`config.mk`:
```
export PLATFORM = sky130hd
export DESIGN_NAME = ifetch_queue
export DESIGN_NICKNAME = d
export VERILOG_FILES = /design/src/rtl/ifetch_queue.sv
export SDC_FILE = /design/constraint.sdc
export NUM_CORES = 1
export LEC_CHECK = 0
export ABC_AREA = 1
export CORE_MARGIN = 2
export CORE_UTILIZATION = 59
export CTS_CLUSTER_DIAMETER = 200
export DETAILED_ROUTE_END_ITERATION = 8
export PLACE_DENSITY_LB_ADDON = 0.12
export SKIP_LAST_GASP = 1
export SYNTH_ARGS = -nofsm -noshare
export SYNTH_HDL_FRONTEND = slang
export SYNTH_SLANG_ARGS = --single-unit
```
`constraint.sdc`:
```
create_clock -name clk -period 4.44 [get_ports clk]
set_input_delay 0.888 -clock clk [delete_from_list [all_inputs] [get_ports clk]]
set_output_delay 0.888 -clock clk [all_outputs]
set_load 0.05 [all_outputs]
```
`src/rtl/ifetch_queue.sv`:
```
// ---------------------------------------------------------------------------
// ifetch_queue
//
// Instruction prefetch queue feeding the IF stage. It owns the fetch address,
// issues at most one word read per cycle to a synchronous instruction ROM
// (data returns the cycle after the request) and buffers the returned words
// together with their addresses in a DEPTH-entry FIFO. A redirect flushes
// the FIFO, drops the outstanding read and restarts fetch at redirect_pc.
//
// Optional feature (compile-time macro IFQ_BYPASS_EN):
//   defined     - a response arriving while the FIFO is empty is shown on
//                 instr/instr_pc in the same cycle; if deq is also high the
//                 word is consumed and never written to the FIFO.
//   not defined - responses are visible only after being written to the
//                 FIFO; instr has no combinational path from imem_rdata.
//
// Parameters:
//   DEPTH     FIFO entries (power of two, >= 2)
//   AW        word-address width of the instruction ROM
//   RESET_PC  first fetch address after reset
//
// Ports:
//   clk          in   clock, rising edge
//   rst_n        in   asynchronous active-low reset
//   imem_req     out  read request this cycle
//   imem_addr    out  word address of the request (current fetch pointer)
//   imem_rdata   in   ROM data, valid the cycle after a request
//   redirect     in   flush queue, restart fetch at redirect_pc
//   redirect_pc  in   new fetch address
//   deq          in   pipeline consumes the head entry this cycle
//   valid        out  head entry present
//   instr        out  head instruction, zero when !valid
//   instr_pc     out  head address, zero when !valid
//   count        out  occupied FIFO entries
// ---------------------------------------------------------------------------
module ifetch_queue #(
    parameter int          DEPTH    = 4,
    parameter int          AW       = 6,
    parameter int unsigned RESET_PC = 0
) (
    input  logic                         clk,
    input  logic                         rst_n,
    output logic                         imem_req,
    output logic [AW-1:0]                imem_addr,
    input  logic [31:0]                  imem_rdata,
    input  logic                         redirect,
    input  logic [AW-1:0]                redirect_pc,
    input  logic                         deq,
    output logic                         valid,
    output logic [31:0]                  instr,
    output logic [AW-1:0]                instr_pc,
    output logic [$clog2(DEPTH+1)-1:0]   count
);

    localparam int CW = $clog2(DEPTH + 1);
    localparam int PW = $clog2(DEPTH);
    localparam logic [AW-1:0] RESET_FPC = AW'(RESET_PC);

    // Control state
    logic [AW-1:0] r_fpc;
    logic          r_inflight;
    logic [PW-1:0] r_head;
    logic [PW-1:0] r_tail;
    logic [CW-1:0] r_count;

    // Data state (no reset: contents are masked until counted as valid)
    logic [AW-1:0] r_inflight_pc;
    logic [31:0]   r_mem_instr [DEPTH];
    logic [AW-1:0] r_mem_pc    [DEPTH];

    logic [CW:0]   w_occupancy;
    logic          w_credit_ok;
    logic          w_req;
    logic          w_fifo_empty;
    logic          w_bypass;
    logic          w_push;
    logic          w_pop;

    // Credit covers both stored words and the read still in flight, so a
    // response always has a free slot. A same-cycle deq earns no credit.
    assign w_occupancy  = {1'b0, r_count} + {{CW{1'b0}}, r_inflight};
    assign w_credit_ok  = (w_occupancy < (CW+1)'(DEPTH));
    assign w_req        = !redirect && w_credit_ok;
    assign w_fifo_empty = (r_count == '0);

`ifdef IFQ_BYPASS_EN
    // The arriving word is the head when nothing is stored ahead of it.
    assign w_bypass = r_inflight && w_fifo_empty;
`else
    assign w_bypass = 1'b0;
`endif

    // A bypassed word that is consumed immediately never occupies a slot.
    assign w_push = r_inflight && !redirect && !(w_bypass && deq);
    assign w_pop  = deq && !w_fifo_empty && !redirect;

    assign imem_req  = w_req;
    assign imem_addr = r_fpc;
    assign valid     = !w_fifo_empty || w_bypass;
    assign count     = r_count;

    // Head presentation: stored entry first, otherwise the bypassed response,
    // otherwise all-zero (a NOP for the IF register).
    always_comb begin
        instr    = '0;
        instr_pc = '0;
        if (!w_fifo_empty) begin
            instr    = r_mem_instr[r_head];
            instr_pc = r_mem_pc[r_head];
        end
`ifdef IFQ_BYPASS_EN
        else if (w_bypass) begin
            instr    = imem_rdata;
            instr_pc = r_inflight_pc;
        end
`endif
    end

    // Control registers: fetch pointer, in-flight flag, FIFO pointers/count.
    // Redirect wins over everything, including a same-cycle deq.
    always_ff @(posedge clk or negedge rst_n) begin
        if (!rst_n) begin
            r_fpc      <= RESET_FPC;
            r_inflight <= 1'b0;
            r_head     <= '0;
            r_tail     <= '0;
            r_count    <= '0;
        end else if (redirect) begin
            r_fpc      <= redirect_pc;
            r_inflight <= 1'b0;
            r_head     <= '0;
            r_tail     <= '0;
            r_count    <= '0;
        end else begin
            if (w_req) begin
                r_fpc      <= r_fpc + AW'(1);
                r_inflight <= 1'b1;
            end else begin
                r_inflight <= 1'b0;
            end

            if (w_push) begin
                r_tail <= r_tail + PW'(1);
            end
            if (w_pop) begin
                r_head <= r_head + PW'(1);
            end

            case ({w_push, w_pop})
                2'b10:   r_count <= r_count + CW'(1);
                2'b01:   r_count <= r_count - CW'(1);
                default: r_count <= r_count;
            endcase
        end
    end

    // Data registers: address of the outstanding read and FIFO storage.
    always_ff @(posedge clk) begin
        if (w_req) begin
            r_inflight_pc <= r_fpc;
        end
        if (w_push) begin
            r_mem_instr[r_tail] <= imem_rdata;
            r_mem_pc[r_tail]    <= r_inflight_pc;
        end
    end

endmodule
```
======== Word level (Yosys, flattened, before mapping) ========
Memory sizes are Yosys's and may differ from the RTL's.
Cells that the tools add are included.
word-level totals
  RAM bits ................................ 152
  output and inout bits ................... 49
  word-level logic and storage cells ...... 42
  register bits after elaboration ......... 20
  memories kept ........................... 2
memory list
  memory       depth  bits a word  read ports  clocked after Yosys merged registers in  write ports  RTL line  source
  r_mem_instr  4      32           1           0                                        1            68        logic [31:0] r_mem_instr [DEPTH];
  r_mem_pc     4      6            1           0                                        1            69        logic [AW-1:0] r_mem_pc [DEPTH];
operators by class
  eq/ne operators ......................... 2
  add/subtract/negate cells ............... 6
  order comparisons ....................... 1
  mux-type cells .......................... 14
  reduce and logical (&&, ||, !) cells .... 11
operators by type and width
  cell                   count
  $mux W32               1
  $mux W6                3
  $mux W2                4
  $add A6 B1 Y6 const B  1
  $pmux W3 S2            1
  $reduce_bool A2 Y1     3
  $add A2 B1 Y2 const B  2
  $add A3 B1 Y4          1
  $logic_and A1 B1 Y1    4
  $lt A4 B3 Y1 const B   1
  $mux W1                4
  $add A3 B1 Y3 const B  1
  $logic_not A3 Y1       1
  $mux W3                1
  $reduce_bool A3 Y1     1
  $sub A3 B1 Y3 const B  1
  $eq A2 B1 Y1 const B   1
  $eq A2 B2 Y1 const B   1
  $logic_not A1 Y1       2

======== Depth between registers and ports, before layout ========
Gate-level depths: netlist of the first run.
  depth after elaboration ................. 7
  mapped depth ............................ 11

======== Least setup slack after synthesis of the first run ========
Ideal clock, no wire load.
  path kind ............................... input to register
  start point ............................. input port redirect
  end point ............................... memory r_mem_instr[0][0] (enable)
  arrival ................................. 2843 ps
  path slack .............................. 1164 ps
  library setup time ...................... 433 ps
  stages on the path ...................... 4
  cells stage by stage .................... buf_6 > inv_2 > nand2_1 > nor2_1
between the ends
  cells in the longest elaborated chain, start to end .. 4
ends and longest elaborated chain
  element                        RTL line  source
  start, declared                46        input logic redirect,
  $logic_not A1 Y1               94        assign w_push = r_inflight && !redirect && !(w_bypass && deq);
  $logic_and A1 B1 Y1            94
  $mux W1                        162       if (w_push) begin
  $mux W1 (implied by the code)  163       r_mem_instr[r_tail] <= imem_rdata;
  end, declared                  68
Every way passes these cells.

======== Final worst setup path of the first run ========
  start point ............................. register r_head[0]
  end point ............................... output port instr[1]
between the ends
  cells in the longest elaborated chain, start to end .. 2
ends and longest elaborated chain
  element                 RTL line  source
  start, declared         62        logic [PW-1:0] r_head;
  start signal, assigned  146       r_head <= r_head + PW'(1);
  $mem_v2 Z4 W32          -
  $mux W32                107       if (!w_fifo_empty) begin
  end, declared           50        output logic [31:0] instr,
Every way passes these cells.

==> impl_metrics.env, run 1 <==
export IMPL_drc=0
export IMPL_end_kind="primary output"
export IMPL_grt_pass1_vias=4441
export IMPL_synth_area_top_cells="edfxtp_1 68%, nor2_1 8.8%, dfrtp_1 5.0%"
export IMPL_max_freq_ghz=0.250
export IMPL_drt_iter0_markers=432
export IMPL_seq_area_frac_synth_pct=73.4
export IMPL_grt_pass1_wl_um=22200
export IMPL_leakage_nw=3.04
export IMPL_cts_clk_slew_worst_paths_ns=0.06
export IMPL_initial_core_util_pct=60.5
export IMPL_grt_use_total_pct=23.2
export IMPL_fin_util_pct=74.7
export IMPL_drive_above_1_share_pct=9.42
export IMPL_cpPeakStageDelay_ns=0.83
export IMPL_ys_seq_elements=172
export IMPL_io_pins=91
export IMPL_syn_area_per_cell_um2=12.3
export IMPL_dpl_instance_area_um2=7930
export IMPL_clkSinkCount=172
export IMPL_dp_hpwl_um=8370
export IMPL_clk_latency_ns=0.42
export IMPL_worstSetupStartpointType="register"
export IMPL_antenna_found_initial=0
export IMPL_synth_cells=564
export IMPL_gr_total_overflow=0
export IMPL_relSlewSlack_pct=44.9
export IMPL_max_vdd_ir_drop_v=0.000372
export IMPL_hold_violations=0
export IMPL_dieArea_um2=12600
export IMPL_tns_ns=0
export IMPL_num_vias=4560
export IMPL_die_h_um=112
export IMPL_path_cells="buf_4 > nor2_1 > nor2_1 > o21ai_0 > a21oi_1 > clkdlybuf4s50_1"
export IMPL_nNetsFinal=704
export IMPL_fin_crit_sh_pct=89.9
export IMPL_syn_num_nets=612
export IMPL_n_antenna_cell=0
export IMPL_drtAntennaViolNets=0
export IMPL_wl_um=14200
export IMPL_required_ns=3.55
export IMPL_syn_area_um2=6940
export IMPL_grt_max_degree=78
export IMPL_holdWs_ns=0.502
export IMPL_outcome="finished clean"
export IMPL_htree_num_levels=4
export IMPL_worst_r2r_setup_slack_ns=2.44
export IMPL_cp_slowest_cell="clkdlybuf4s50_1"
export IMPL_arrival_ns=3.11
export IMPL_cts_root_buf="clkbuf_16"
export IMPL_gp_congestion=0.780
export IMPL_syn2layout_area_growth_pct=23.4
export IMPL_reg2reg_depth=3
export IMPL_path_class="register to primary output"
export IMPL_cts_buffer_depth=2
export IMPL_cts_setup_buffers=0
export IMPL_tightest_slew_ns=0.826
export IMPL_vias_per_cell=5.62
export IMPL_die_w_um=112
export IMPL_crit_top_cell="nor2_1"
export IMPL_hold_class="register to register"
export IMPL_post_synth_num_cell_types=27
export IMPL_rsz0062_at_grt="no"
export IMPL_cts_resized=0
export IMPL_cts_tree="built"
export IMPL_numCtsBuffers=17
export IMPL_coreArea_um2=11500
export IMPL_fin_cells=812
export IMPL_crit_fanout=46
export IMPL_worst_r2r_endpoint="r_mem_instr[3][20]"
export IMPL_synth_top_area_share_pct=68.4
export IMPL_synth_warnings=0
export IMPL_placedCellCount=780
export IMPL_port_buffers=90
export IMPL_fin_crit_ns=3.99
export IMPL_p_per_area_nw_per_um2=598
export IMPL_cts_hold_buf=0
export IMPL_slew_viol_final=0
export IMPL_setup_viol=0
export IMPL_yosysTopAreaCell="edfxtp_1"
export IMPL_whs_path_depth=0
export IMPL_min_delay_worst_endpoint="r_mem_pc[1][0]"
export IMPL_first_pass_iters=6
export IMPL_design_area_um2=8560
export IMPL_worstHoldStart="r_inflight_pc[0]"
export IMPL_finClkSkew_ns=0.00716
export IMPL_wire_per_inst_um=17.5
export IMPL_worstReg2RegStart="r_inflight"
export IMPL_drv_cap=0
export IMPL_rows=39
[stage by stage]
| stage | total power [mW] | setup slack [ns] |
|---|---|---|
| 2_1_floorplan | 3.12 | 1.16 |
| 3_3_place_gp | 3.56 | 0.966 |
| 3_5_place_dp | 3.59 | 0.871 |
| 4_1_cts | 5.14 | 0.420 |
| 5_1_grt | 5.31 | 0.239 |
| 6_report | 5.12 | 0.447 |
[synthesized netlist by cell type, drive strengths merged]
cell,count
nor2,164
o211ai,1
fa,1
nand3b,1
or2,1
a21oi,42
inv,18
nand2,29
nand3,13
edfxtp,158
ha,5
a31oi,2
dfrtp,14
xnor2,1
o21ai,84
clkbuf,10
buf,20
[where the power goes]
part	internal, mW	switching (mW)	leakage (nW)	total, mW
Clock	0.973	0.581	0.308	1.55
Combinational	0.463	1.13	1.12	1.59
Sequential	1.89	0.0904	1.61	1.98
Total	3.32	1.80	3.04	5.12
[worst max path at each step]
| stage | start | endpoint | slack [ns] | cells past startpoint |
|---|---|---|---|---|
| after floorplan | redirect | r_mem_instr[0][0] | 1.16 | 4 |
| after global placement | r_head[0] | instr[1] | 0.97 | 6 |
| after detailed placement | r_head[0] | instr[1] | 0.87 | 6 |
| after CTS | r_head[0] | instr[1] | 0.42 | 6 |
| after global routing | r_head[0] | instr[1] | 0.24 | 6 |
| final | r_head[0] | instr[1] | 0.45 | 6 |
[flip-flops by register name (all words and copies together), names as in the netlist]
name / cells
count: 3
imem_addr: 6
r_head: 2
r_inflight: 1
r_inflight_pc: 6
r_mem_instr: 128
r_mem_pc: 24
r_tail: 2
[cell families after synthesis]
logic type | count (synthesis) | synth area share, %
simple gates | 208 | 11.9
flops | 172 | 73.4
compound gates | 129 | 9.43
buf+inv | 48 | 3.97
fa+ha+maj | 6 | 1.19
xor+xnor | 1 | 0.126
[layout make-up]
| cell class | count | area (um2) |
|---|---|---|
| clock buffer | 22 | 464 |
| tap | 143 | 179 |
| sequential | 172 | 5100 |
| clock inverter | 10 | 165 |
| fill | 735 | 2910 |
| timing repair buffer | 103 | 986 |
| multi-input combinational | 344 | 1600 |
| inverter | 18 | 70.1 |
[critical path, delay by kind of cell, from the launching register on]
family / cells / cell delay (ns)
flip-flops: 1 / 0.77
buffers and inverters: 2 / 1.37
AO/OA/AOI/OAI: 2 / 0.31
AND/OR/NAND/NOR: 2 / 0.21
[cell usage in the layout, fill, tap and decap left out, drive strengths merged, types with 2 or more instances in the layout]
cell type and count:
nor2 164, edfxtp 158, clkdlybuf4s50 85, o21ai 84
a21oi 42, nand2 29, clkbuf 22, buf 18
inv 18, dfrtp 14, nand3 13, clkinv 6
ha 5, bufinv 4, a31oi 2
[metal layers]
| layer | track usage [%] | vias up | part of all wire (%) |
|---|---|---|---|
| met2 | 39.8 | 169 | 51 |
| li1 | - | 2156 | - |
| met1 | 28.5 | 2208 | 40 |
| met5 | 0 | - | 0 |
| met3 | 6.64 | 27 | 7.2 |
| met4 | 8.05 | 0 | 2.0 |
No activity file was read; power rests on OpenSTA's default activity.
==> run 2: changes to the inputs <==
- CORE_ASPECT_RATIO: unset -> 0.9
- SLEW_MARGIN: unset -> 25
==> impl_metrics.env, run 2 (synthesis gave the netlist of run 1 again) <==
export IMPL_outcome="finished clean"
export IMPL_leakage_nw=2.97
export IMPL_tns_ns=0
export IMPL_drtAntennaViolNets=0
export IMPL_netSwitchingPower_mw=1.76
export IMPL_critPathLaunch="r_head[1]"
export IMPL_hold_class="register to register"
export IMPL_power_internal_mw=3.16
export IMPL_largest_register="r_mem_instr"
export IMPL_cts_root_buf="clkbuf_16"
export IMPL_port_buffers=90
export IMPL_finClkSkew_ns=0.00485
export IMPL_largest_reg_flops=128
export IMPL_drt_iter0_markers=453
export IMPL_cts_tree="built"
export IMPL_slew_viol_final=0
export IMPL_fillers=770
export IMPL_vias_per_cell=5.52
export IMPL_worstHoldStart="r_inflight_pc[2]"
export IMPL_worstReg2RegStart="r_inflight"
export IMPL_dp_hpwl_um=8000
export IMPL_cts_buffer_depth=2
export IMPL_crit_fanout=39
export IMPL_reg_top3="r_mem_instr: 128 flops, r_mem_pc: 24 flops"
export IMPL_first_pass_iters=5
export IMPL_p_per_area_nw_per_um2=582
export IMPL_cts_setup_buffers=0
export IMPL_htree_num_levels=4
export IMPL_layout_common_cells="159 x nor2_1, 158 x edfxtp_1, 86 x clkdlybuf4s50_1, 54 x o21ai_0, 41 x a21oi_1"
export IMPL_cts_hold_buf=0
export IMPL_pwr_share_comb_pct=32.3
export IMPL_holdWs_ns=0.498
export IMPL_rows=37
export IMPL_cp_slowest_cell="dfrtp_2"
export IMPL_num_vias=4526
export IMPL_drc=0
export IMPL_relSlewSlack_pct=45.5
export IMPL_finalWorstSetupSlack_ns=0.304
export IMPL_end_kind="primary output"
export IMPL_grt_use_total_pct=23.1
export IMPL_crit_family="buffers and inverters"
export IMPL_cp_buffers_inverters=3
export IMPL_syn2layout_area_growth_pct=21.8
export IMPL_antenna_found_initial=0
export IMPL_cts_clk_slew_worst_paths_ns=0.06
export IMPL_grt_pass1_vias=4499
export IMPL_rsz0062_at_grt="no"
export IMPL_required_ns=3.55
export IMPL_cpPeakStageDelay_ns=0.88
export IMPL_path_cells="inv_1 > buf_4 > nor2_1 > o21ai_1 > a21oi_1 > clkdlybuf4s50_1"
export IMPL_arrival_ns=3.25
export IMPL_numCtsBuffers=17
export IMPL_max_vdd_ir_drop_v=0.000402
export IMPL_nNetsFinal=699
export IMPL_gr_total_overflow=0
export IMPL_tightest_slew_ns=0.817
export IMPL_grt_pass1_wl_um=22100
export IMPL_clkSinkCount=172
export IMPL_path_class="register to primary output"
export IMPL_dieArea_um2=12600
export IMPL_drive_above_1_share_pct=7.53
export IMPL_drv_cap=0
export IMPL_coreArea_um2=11400
export IMPL_fin_crit_ns=4.14
export IMPL_die_h_um=107
export IMPL_worstSetupStartpointType="register"
export IMPL_setup_viol=0
export IMPL_grt_max_degree=78
export IMPL_wire_per_inst_um=16.8
export IMPL_n_antenna_cell=0
export IMPL_preCtsSetupSlack_ns=0.748
export IMPL_cts_resized=0
export IMPL_layout_commonest_cell="nor2_1"
export IMPL_total_power_mw=4.92
export IMPL_wl_um=13800
export IMPL_p_clk_share_pct=27.6
export IMPL_io_pins=91
export IMPL_max_freq_ghz=0.242
export IMPL_gp_congestion=0.766
export IMPL_initial_core_util_pct=60.7
export IMPL_hold_violations=0
export IMPL_clk_latency_ns=0.42
export IMPL_seqPwrFrac_pct=40.1
export IMPL_fin_crit_sh_pct=93.2
export IMPL_die_w_um=118
export IMPL_switching_share_pct=35.7
run 2: metrics by stage:
step / instances / cell area (um2) / util, %
3_5_place_dp: 788 / 7910 / 69.2
3_3_place_gp: 788 / 7910 / 69.2
6_report: 820 / 8450 / 73.9
5_1_grt: 820 / 8450 / 73.9
4_1_cts: 820 / 8450 / 73.9
2_1_floorplan: 564 / 6940 / -
run 2: worst paths after layout:
check | cells after the start | endpoint | slack [ns]
setup / recovery | 6 | instr[20] | 0.30
hold / removal | 0 | r_mem_pc[3][2] | 0.50
setup reg to reg | 3 | r_mem_instr[1][24] | 2.48
hold reg to reg | 0 | r_mem_pc[3][2] | 0.50
max in group asynchronous | 1 | r_head[0] | 3.09
min in group asynchronous | 1 | imem_addr[0] | 0.88
run 2: power by group through the flow:
stage	Combinational [mW]	Sequential, mW	Clock (mW)
after global routing	1.69	1.98	1.44
after global placement	1.57	2.00	0
after CTS	1.60	1.97	1.37
final	1.59	1.97	1.36
after detailed placement	1.59	2.00	0
after floorplan	1.08	2.04	0
run 2: final cells by class:
class | instances | area, um2 | share of cell area [%]
well taps | 156 | 195 | 2.31
clock inverters | 12 | 104 | 1.23
flip-flops and latches | 172 | 5100 | 60.3
inverters | 18 | 70.1 | 0.829
repair buffers | 98 | 951 | 11.2
clock buffers | 20 | 437 | 5.17
multi-input cells | 344 | 1600 | 18.9
run 2: routing by layer:
| metal | global-route usage [%] | share of wire, % | up-vias |
|---|---|---|---|
| met1 | 29.1 | 42 | 2183 |
| met4 | 10.6 | 2.1 | 0 |
| met5 | 0 | 0 | - |
| met2 | 38.2 | 51 | 161 |
| met3 | 5.90 | 5.3 | 25 |
| li1 | - | - | 2157 |
==> run 3: changes to the inputs <==
- SLEW_MARGIN: 25 -> unset
- TNS_END_PERCENT: unset -> 50
==> results of run 3 <==
Same layout as run 2: the final DEF is identical, and so are final timing and power.
